**config.mk**
```make
export PLATFORM = sky130hd
export DESIGN_NAME = spm_controller
export DESIGN_NICKNAME = d
export VERILOG_FILES = /design/src/rtl/spm_controller.sv
export SDC_FILE = /design/constraint.sdc
export NUM_CORES = 1
export LEC_CHECK = 0
export CAP_MARGIN = 25
export CORE_MARGIN = 3
export CORE_UTILIZATION = 51
export CTS_BUF_LIST = sky130_fd_sc_hd__clkbuf_2
export CTS_CLUSTER_DIAMETER = 60
export DETAILED_ROUTE_END_ITERATION = 16
export HOLD_SLACK_MARGIN = 0.12
export PLACE_DENSITY = 0.82
export SLEW_MARGIN = 10
export SYNTH_ARGS = -nofsm -noshare
export SYNTH_HDL_FRONTEND = slang
export SYNTH_SLANG_ARGS = --single-unit
```
**constraint.sdc**
```tcl
create_clock -name clk -period 2.2 [get_ports clk]
set_input_delay 0.33 -clock clk [delete_from_list [all_inputs] [get_ports clk]]
set_output_delay 0.33 -clock clk [all_outputs]
set_load 0.01 [all_outputs]
```
**src/rtl/spm_controller.sv**
```systemverilog
// spm_controller: sequencer for the N-bit serial-parallel multiplier array.
// Optional SPM_SIGNED_EN macro selects two's-complement operands with a sign-fix state.
module spm_controller #(
   parameter int N = 8
) (
   input  logic           clk,
   input  logic           rst,
   input  logic           start,
   input  logic [N-1:0]   a_in,
   input  logic [N-1:0]   b_in,
   output logic           busy,
   output logic           done,
   output logic [2*N-1:0] product,
   output logic           spm_clr,
   output logic           spm_en,
   output logic [N-1:0]   spm_a,
   output logic           spm_x,
   input  logic           spm_p
);
   localparam int CNT_W = $clog2(2*N) + 1;
   localparam logic [2:0] IDLE  = 3'd0;
   localparam logic [2:0] CLEAR = 3'd1;
   localparam logic [2:0] RUN   = 3'd2;
   localparam logic [2:0] DONE  = 3'd4;
`ifdef SPM_SIGNED_EN
   localparam logic [2:0] FIX   = 3'd3;
   logic neg;
   wire [N-1:0] a_abs = a_in[N-1] ? -a_in : a_in;
   wire [N-1:0] b_abs = b_in[N-1] ? -b_in : b_in;
`else
   wire [N-1:0] a_abs = a_in;
   wire [N-1:0] b_abs = b_in;
`endif
   logic [2:0]       state;
   logic [CNT_W-1:0] cnt;
   logic [N-1:0]     b_sh;
   // b_sh drains LSB first, so once empty it naturally supplies the trailing zeros
   always_ff @(posedge clk or posedge rst) begin
      if (rst) begin
         state   <= IDLE;
         cnt     <= '0;
         b_sh    <= '0;
         busy    <= 1'b0;
         done    <= 1'b0;
         product <= '0;
         spm_clr <= 1'b0;
         spm_en  <= 1'b0;
         spm_a   <= '0;
         spm_x   <= 1'b0;
`ifdef SPM_SIGNED_EN
         neg     <= 1'b0;
`endif
      end else begin
         case (state)
            IDLE: if (start) begin
               state   <= CLEAR;
               busy    <= 1'b1;
               spm_clr <= 1'b1;
               spm_a   <= a_abs;
               b_sh    <= b_abs;
`ifdef SPM_SIGNED_EN
               neg     <= a_in[N-1] ^ b_in[N-1];
`endif
            end
            CLEAR: begin
               state   <= RUN;
               spm_clr <= 1'b0;
               spm_en  <= 1'b1;
               spm_x   <= b_sh[0];
               b_sh    <= b_sh >> 1;
               cnt     <= '0;
            end
            RUN: begin
               product <= {spm_p, product[2*N-1:1]};
               if (cnt == CNT_W'(2*N-1)) begin
                  spm_en <= 1'b0;
                  spm_x  <= 1'b0;
`ifdef SPM_SIGNED_EN
                  state  <= FIX;
`else
                  state  <= DONE;
                  done   <= 1'b1;
`endif
               end else begin
                  cnt   <= cnt + 1'b1;
                  spm_x <= b_sh[0];
                  b_sh  <= b_sh >> 1;
               end
            end
`ifdef SPM_SIGNED_EN
            FIX: begin
               product <= neg ? -product : product;
               done    <= 1'b1;
               state   <= DONE;
            end
`endif
            DONE: begin
               done  <= 1'b0;
               busy  <= 1'b0;
               state <= IDLE;
            end
            default: state <= IDLE;
         endcase
      end
   end
endmodule

```
==> impl_metrics.ini, run 1 <==
[outcome]
outcome = completed

[setup_path]
required_ns = 2.53
critPathMaxStageDelay_ns = 0.46
crit_path_top_delay_cell = dfrtp_1
cp_cell_sequence = ha_1 -> and3_1 -> ha_2 -> or3b_4 -> a21oi_4 -> a2bb2oi_1
critPathLaunchType = flop
rr_worst_depth = 6
path_max_fanout = 8
critPathKind = reg2reg
r2r-start = cnt[0]
critPathArrivalTime_ns = 2.43
reg2reg_to = b_sh[3]
rrSetupSlack_ns = 0.11
cp-end-kind = flop

[global_route]
overflow = 0
grt_pass1_wl_mm = 6.24
grt_pass1_vias = 1444
grt_max_degree = 46
track_usage_pct = 18.5
antenna_found_initial = 0

[clock_network]
cts_tree = built
clkTransAtPathRegs_ns = 0.21
cts.sinks = 45
root_buffer = clkbuf_2
cts_buffer_depth = 2
cts_max_level = 2
ctsHoldBuffers = 0
cts_inserted_buffers = 5
clkLatencyLatePin_ns = 0.40

[place]
gp_congestion = 0.789
place_hpwl_mm = 2.70
place.port_buffers = 48

[pwr]
p_leak_nw = 1.07
p_per_area_nw_per_um2 = 1480
ir_drop_v = 0.000848
power_mw = 3.81

[finish]
num-nets-final = 222
mostFrequentLayoutCell = clkdlybuf4s50_1
drive_gt1_share_pct = 24.9
n_antenna_cell = 0
layout_common_cells = clkdlybuf4s50_1 (48), dfrtp_1 (45), mux2_2 (24)
area_growth_pct = 29.5
fillers = 292

[floorplanning]
dieArea_um2 = 4680
die_w_um = 68.4
fp.dieH_um = 68.4
io_pins = 49
core.rowCount = 22
core_region_area_um2 = 3720
initial_core_util_pct = 53.4

[routing]
drt_first_pass_iters = 4
ant_nets = 0
routed_wl_mm = 3.92
viasPerCell = 5.70
vias = 1419
drt_iter0_drc = 80
drc = 0
wl_per_cell_um = 15.7

[run]
cap_violations = 0

[yosys]
ys.flop_type = dfrtp_1
yosysSeqAreaShare_pct = 56.7
synth_edf_count = 0
avgSynthCellArea_um2 = 13.4
synth_area_leaders = dfrtp_1 (57%), mux2_2 (14%), a221oi_1 (3.1%)
netlist_area_um2 = 1980
syn_inst = 148
synth_nets = 170
async_flop_share_pct = 100
synth_top_area_cell = dfrtp_1
post_synth_num_cell_types = 34
ys_ff_latch = 45
synth_warnings = 0
synth_top_area_share_pct = 56.7

[timing]
timing.hold.ws_ns = 0.330
slew_violations = 0
rsz0062_at_grt = yes
skew_ns = 0.00843
finalHoldViolations = 0
post-route-min-period_ns = 2.09
fin_crit_sh_pct = 95.2
setup_viol = 0
worst_pin_slew_ns = 0.578
timing.fmax_mhz = 478
maxSlewHeadroom_pct = 61.5

[worst_hold_path]
min_path_type = in2async
==> layer usage <==
| metal | GRT usage [%] | wire length [um] |
|---|---|---|
| met3 | 5.58 | 295 |
| met4 | 8.44 | 70 |
| met5 | 0 | 0 |
| met2 | 32.6 | 2020 |
| met1 | 20.2 | 1540 |
==> power breakdown <==
group / internal [mW] / switching, mW / leakage [nW] / total [mW]
Sequential: 1.21 / 0.299 / 0.536 / 1.51
Combinational: 1.15 / 0.804 / 0.500 / 1.96
Clock: 0.0879 / 0.249 / 0.0292 / 0.337
==> per-stage QoR <==
step / area [um2] / setup slack (ns) / utilization [%] / instances / TNS, ns
CTS: 2540 / 0.0280 / 68.3 / 248 / 0
finish: 2570 / 0.106 / 69.2 / 249 / 0
global placement: 2500 / 0.210 / 67.2 / 240 / 0
detailed placement: 2500 / 0.0751 / 67.2 / 240 / 0
global route: 2570 / -0.0344 / 69.2 / 249 / -0.0641
floorplan: 1980 / 0.207 / - / 148 / 0
==> cell usage after synthesis, types with 2 or more instances <==
master	number
dfrtp_1	45
mux2_2	24
o21ai_0	12
a221oi_1	7
a2bb2oi_1	7
a21oi_1	6
inv_1	6
buf_6	4
nand2_1	4
nor2_1	4
buf_4	2
clkbuf_1	2
ha_1	2
nor3b_1	2
nor4b_1	2
==> worst max-delay path, delay by kind of cell (launching register included) <==
family / cells / cell delay (ns)
AOI/OAI and AO/OA: 2 / 0.48
adders and majority gates: 2 / 0.43
and+or+nand+nor: 2 / 0.65
DFF: 1 / 0.46
==> final cells by class <==
type | instances | area (um2) | area share, %
flip-flops and latches | 45 | 1130 | 43.8
clock buffers | 7 | 35.0 | 1.36
repair buffers | 54 | 526 | 20.4
well taps | 48 | 60.1 | 2.34
clock inverters | 1 | 7.51 | 0.292
inverters | 6 | 22.5 | 0.876
multi-input cells | 88 | 793 | 30.9
==> what timing repair did <==
action / 4_1_cts / 5_1_grt
setup buffers: 0 / 1
resized for setup: 0 / 5
endpoints found under the setup margin: 0 / 9
==> how the worst max path moves through the flow <==
stage	from	end	slack [ns]	cells past startpoint
floorplan	cnt[0]	b_sh[0]	0.21	7
global placement	cnt[0]	b_sh[3]	0.21	6
detailed placement	cnt[0]	b_sh[4]	0.08	6
CTS	cnt[0]	b_sh[1]	0.03	6
global route	cnt[0]	b_sh[1]	-0.03	6
finish	cnt[0]	b_sh[3]	0.11	6
==> logic make-up after synthesis <==
group | Yosys count | share of synthesized area [%]
DFF | 45 | 56.7
AOI/OAI and AO/OA | 40 | 15.1
muxes | 25 | 14.1
and+or+nand+nor | 19 | 6.31
buffers and inverters | 15 | 4.79
xor gates and xnor gates | 2 | 1.64
adders and majority gates | 2 | 1.26
==> sequential cells by signal, summed over array words and instances (netlist names), 3 cells and up <==
signal   flops
cnt          5
product     16
b_sh         8
spm_a        8
state        3
(Power assumes the default switching activity.)
==> run 2: changes to the inputs <==
Settings changed: CTS_CLUSTER_SIZE set to 30.
==> results of run 2 <==
Final layout, timing and power as in run 1 (identical DEF).
==> RTL edit: new RTL, config.mk and constraints of run 2 <==
Change the parameter `N` from 8 to 16.
--- a/src/rtl/spm_controller.sv
+++ b/src/rtl/spm_controller.sv
@@ -2,5 +2,5 @@
 // Optional SPM_SIGNED_EN macro selects two's-complement operands with a sign-fix state.
 module spm_controller #(
-   parameter int N = 8
+   parameter int N = 16
 ) (
    input  logic           clk,
Ports: changed (resized a_in, b_in, product and spm_a); port bits go from 49 to 89. No check against the original RTL was run, so the function may have changed too.
==> RTL edit against run 2 <==
- setup slack better by 270 ps
- critical endpoint is now b_sh[12]
- sequential share of layout area fell by 0.29 points
- non-clock buffer count increased by 44
- critical path type unchanged
- total power rose by 66%
- combinational power increased by 51%
- wire length grew 77%
- sequential cell count up 33
- clock skew is 5.7 ps higher
- highest routed layer unchanged
- critical path depth unchanged
- area after synthesis is 69% higher
- maximum frequency grew 15%
- final area increased by 74%
==> RTL edit: results <==
group,metric,value,unit
route,via_per_inst,5.11,
pwr,ir_drop,0.835,mV
sta,worst_pin_slew,496,ps
clocking,clk_pin_slew,200,ps
placed_design,dp.cells,453,
route,drt-initial-drc-count,122,
cells_and_area,reg.largest.list,"product (32), b_sh (16), spm_a (16)",
cells_and_area,finalNetCount,426,
critical_path,cp_max_fo,16,
cells_and_area,fill_cells,445,
global_route,grt_pass1_wl,11800,microns
global_route,grt_use_met1,27.0,%
global_route,grt_pass1_vias,2454,
synth,postSynthNetCount,330,
synth,yosys_warnings,0,
global_route,busiest_layer,"met2",
synth,synth_seq_area_share,58.1,%
global_route,grt_usage,20.0,%
route,post_drt_wl_per_cell,14.9,microns
placed_design,place_area,4340,sq um
critical_path,cp-startpoint,"cnt[0]",
synth,syn_inst,293,
clocking,cts-resized-gates,0,
placed_design,dp_hpwl,4800,microns
pwr,intPower,4180,uW
placed_design,port_buffers,88,
synth,synth_common_cells,"100 x nand2_1, 78 x dfrtp_1, 33 x mux2_2",
outcome,status,"completed",
synth,netlist-cell-type-count,37,
route,dr.pass1.iters,4,
pwr,p_leak,0.00210,uW
global_route,grt_max_degree,42,
route,dr_total_vias,2391,
global_route,grt_use_met2,30.4,%
synth,synth_area_leaders,"dfrtp_1 58%, nand2_1 11%, mux2_2 11%",
global_route,use_met3,5.77,%
critical_path,crit_arrival,2210,ps
clocking,cts_inserted_buffers,9,
placed_design,place.gp.congestion,0.858,
cells_and_area,drive_gt1_share,18.8,%
sta,fin_skew,14.1,ps
clocking,clk_latency,470,ps
clocking,cts.htree.levels,3,
-- RTL edit: cell count changes after synthesis, sizes merged, moves of 2 or more --
cell,delta
buf,+3
mux2,+22
a221oi,-7
a2bb2oi,-6
o41ai,+2
nor2b,+2
o21ai,-5
nor2,+2
nor3b,-2
nand2b,+2
dfrtp,+33
nand2,+98
-- RTL edit: stage by stage --
step | setup slack [ps] | utilization, %
after CTS | 368 | 73.1
after floorplan | 539 | -
after global placement | 367 | 70.7
after detailed placement | 322 | 70.7
after global routing | 241 | 73.1
final | 371 | 73.1
-- RTL edit: layer usage --
layer  wire length [microns]  up-vias  part of all wire, %
met5                       0        -                    0
li1                        -     1164                    -
met2                    3390       69                   49
met3                     459       11                  6.6
met4                     106        0                  1.5
met1                    3000     1147                   43
-- RTL edit: worst max-delay path, cell delays in order, from the launching register on --
cell     delay, ps
dfrtp_1        460
ha_1           300
nand2_2        150
nor3_4          60
o22ai_4        120
buf_4          290
mux2_2         370
-- RTL edit: path summary, 6_finish.rpt --
path                       slack, ps  cells past startpoint           to
max                              370                      6     b_sh[12]
min                              320                      3   product[2]
max reg2reg                      370                      6     b_sh[12]
min reg2reg                      510                      2  product[15]
max in group asynchronous       1530                      3      b_sh[5]
min in group clk                 380                      3  product[31]
-- RTL edit: final cells by class --
cell class | instances | area (sq um) | area share, %
repair buffers | 98 | 968 | 21.6
clock inverters | 5 | 98.8 | 2.20
flip-flops and latches | 78 | 1950 | 43.5
well taps | 75 | 93.8 | 2.09
multi-input cells | 195 | 1290 | 28.8
inverters | 7 | 30.0 | 0.670
clock buffers | 10 | 50.0 | 1.12
-- RTL edit: logic make-up (layout without fill, tap and decap cells) --
group / Yosys count / after routing / synth area share [%]
xor gates and xnor gates: 1 / 1 / 0.261
AOI/OAI and AO/OA: 26 / 26 / 5.29
muxes: 48 / 48 / 17.0
DFF: 78 / 78 / 58.1
buffers and inverters: 20 / 120 / 3.69
and+or+nand+nor: 119 / 119 / 15.3
adders and majority gates: 1 / 1 / 0.372
-- RTL edit: power groups by stage --
| stage | registers [uW] | clock network [uW] | logic, uW |
|---|---|---|---|
| floorplan | 2540 | 0 | 1660 |
| detailed placement | 2440 | 0 | 2970 |
| CTS | 2420 | 970 | 2990 |
| finish | 2420 | 944 | 2950 |
| global placement | 2420 | 0 | 2880 |
| global route | 2500 | 1040 | 3230 |
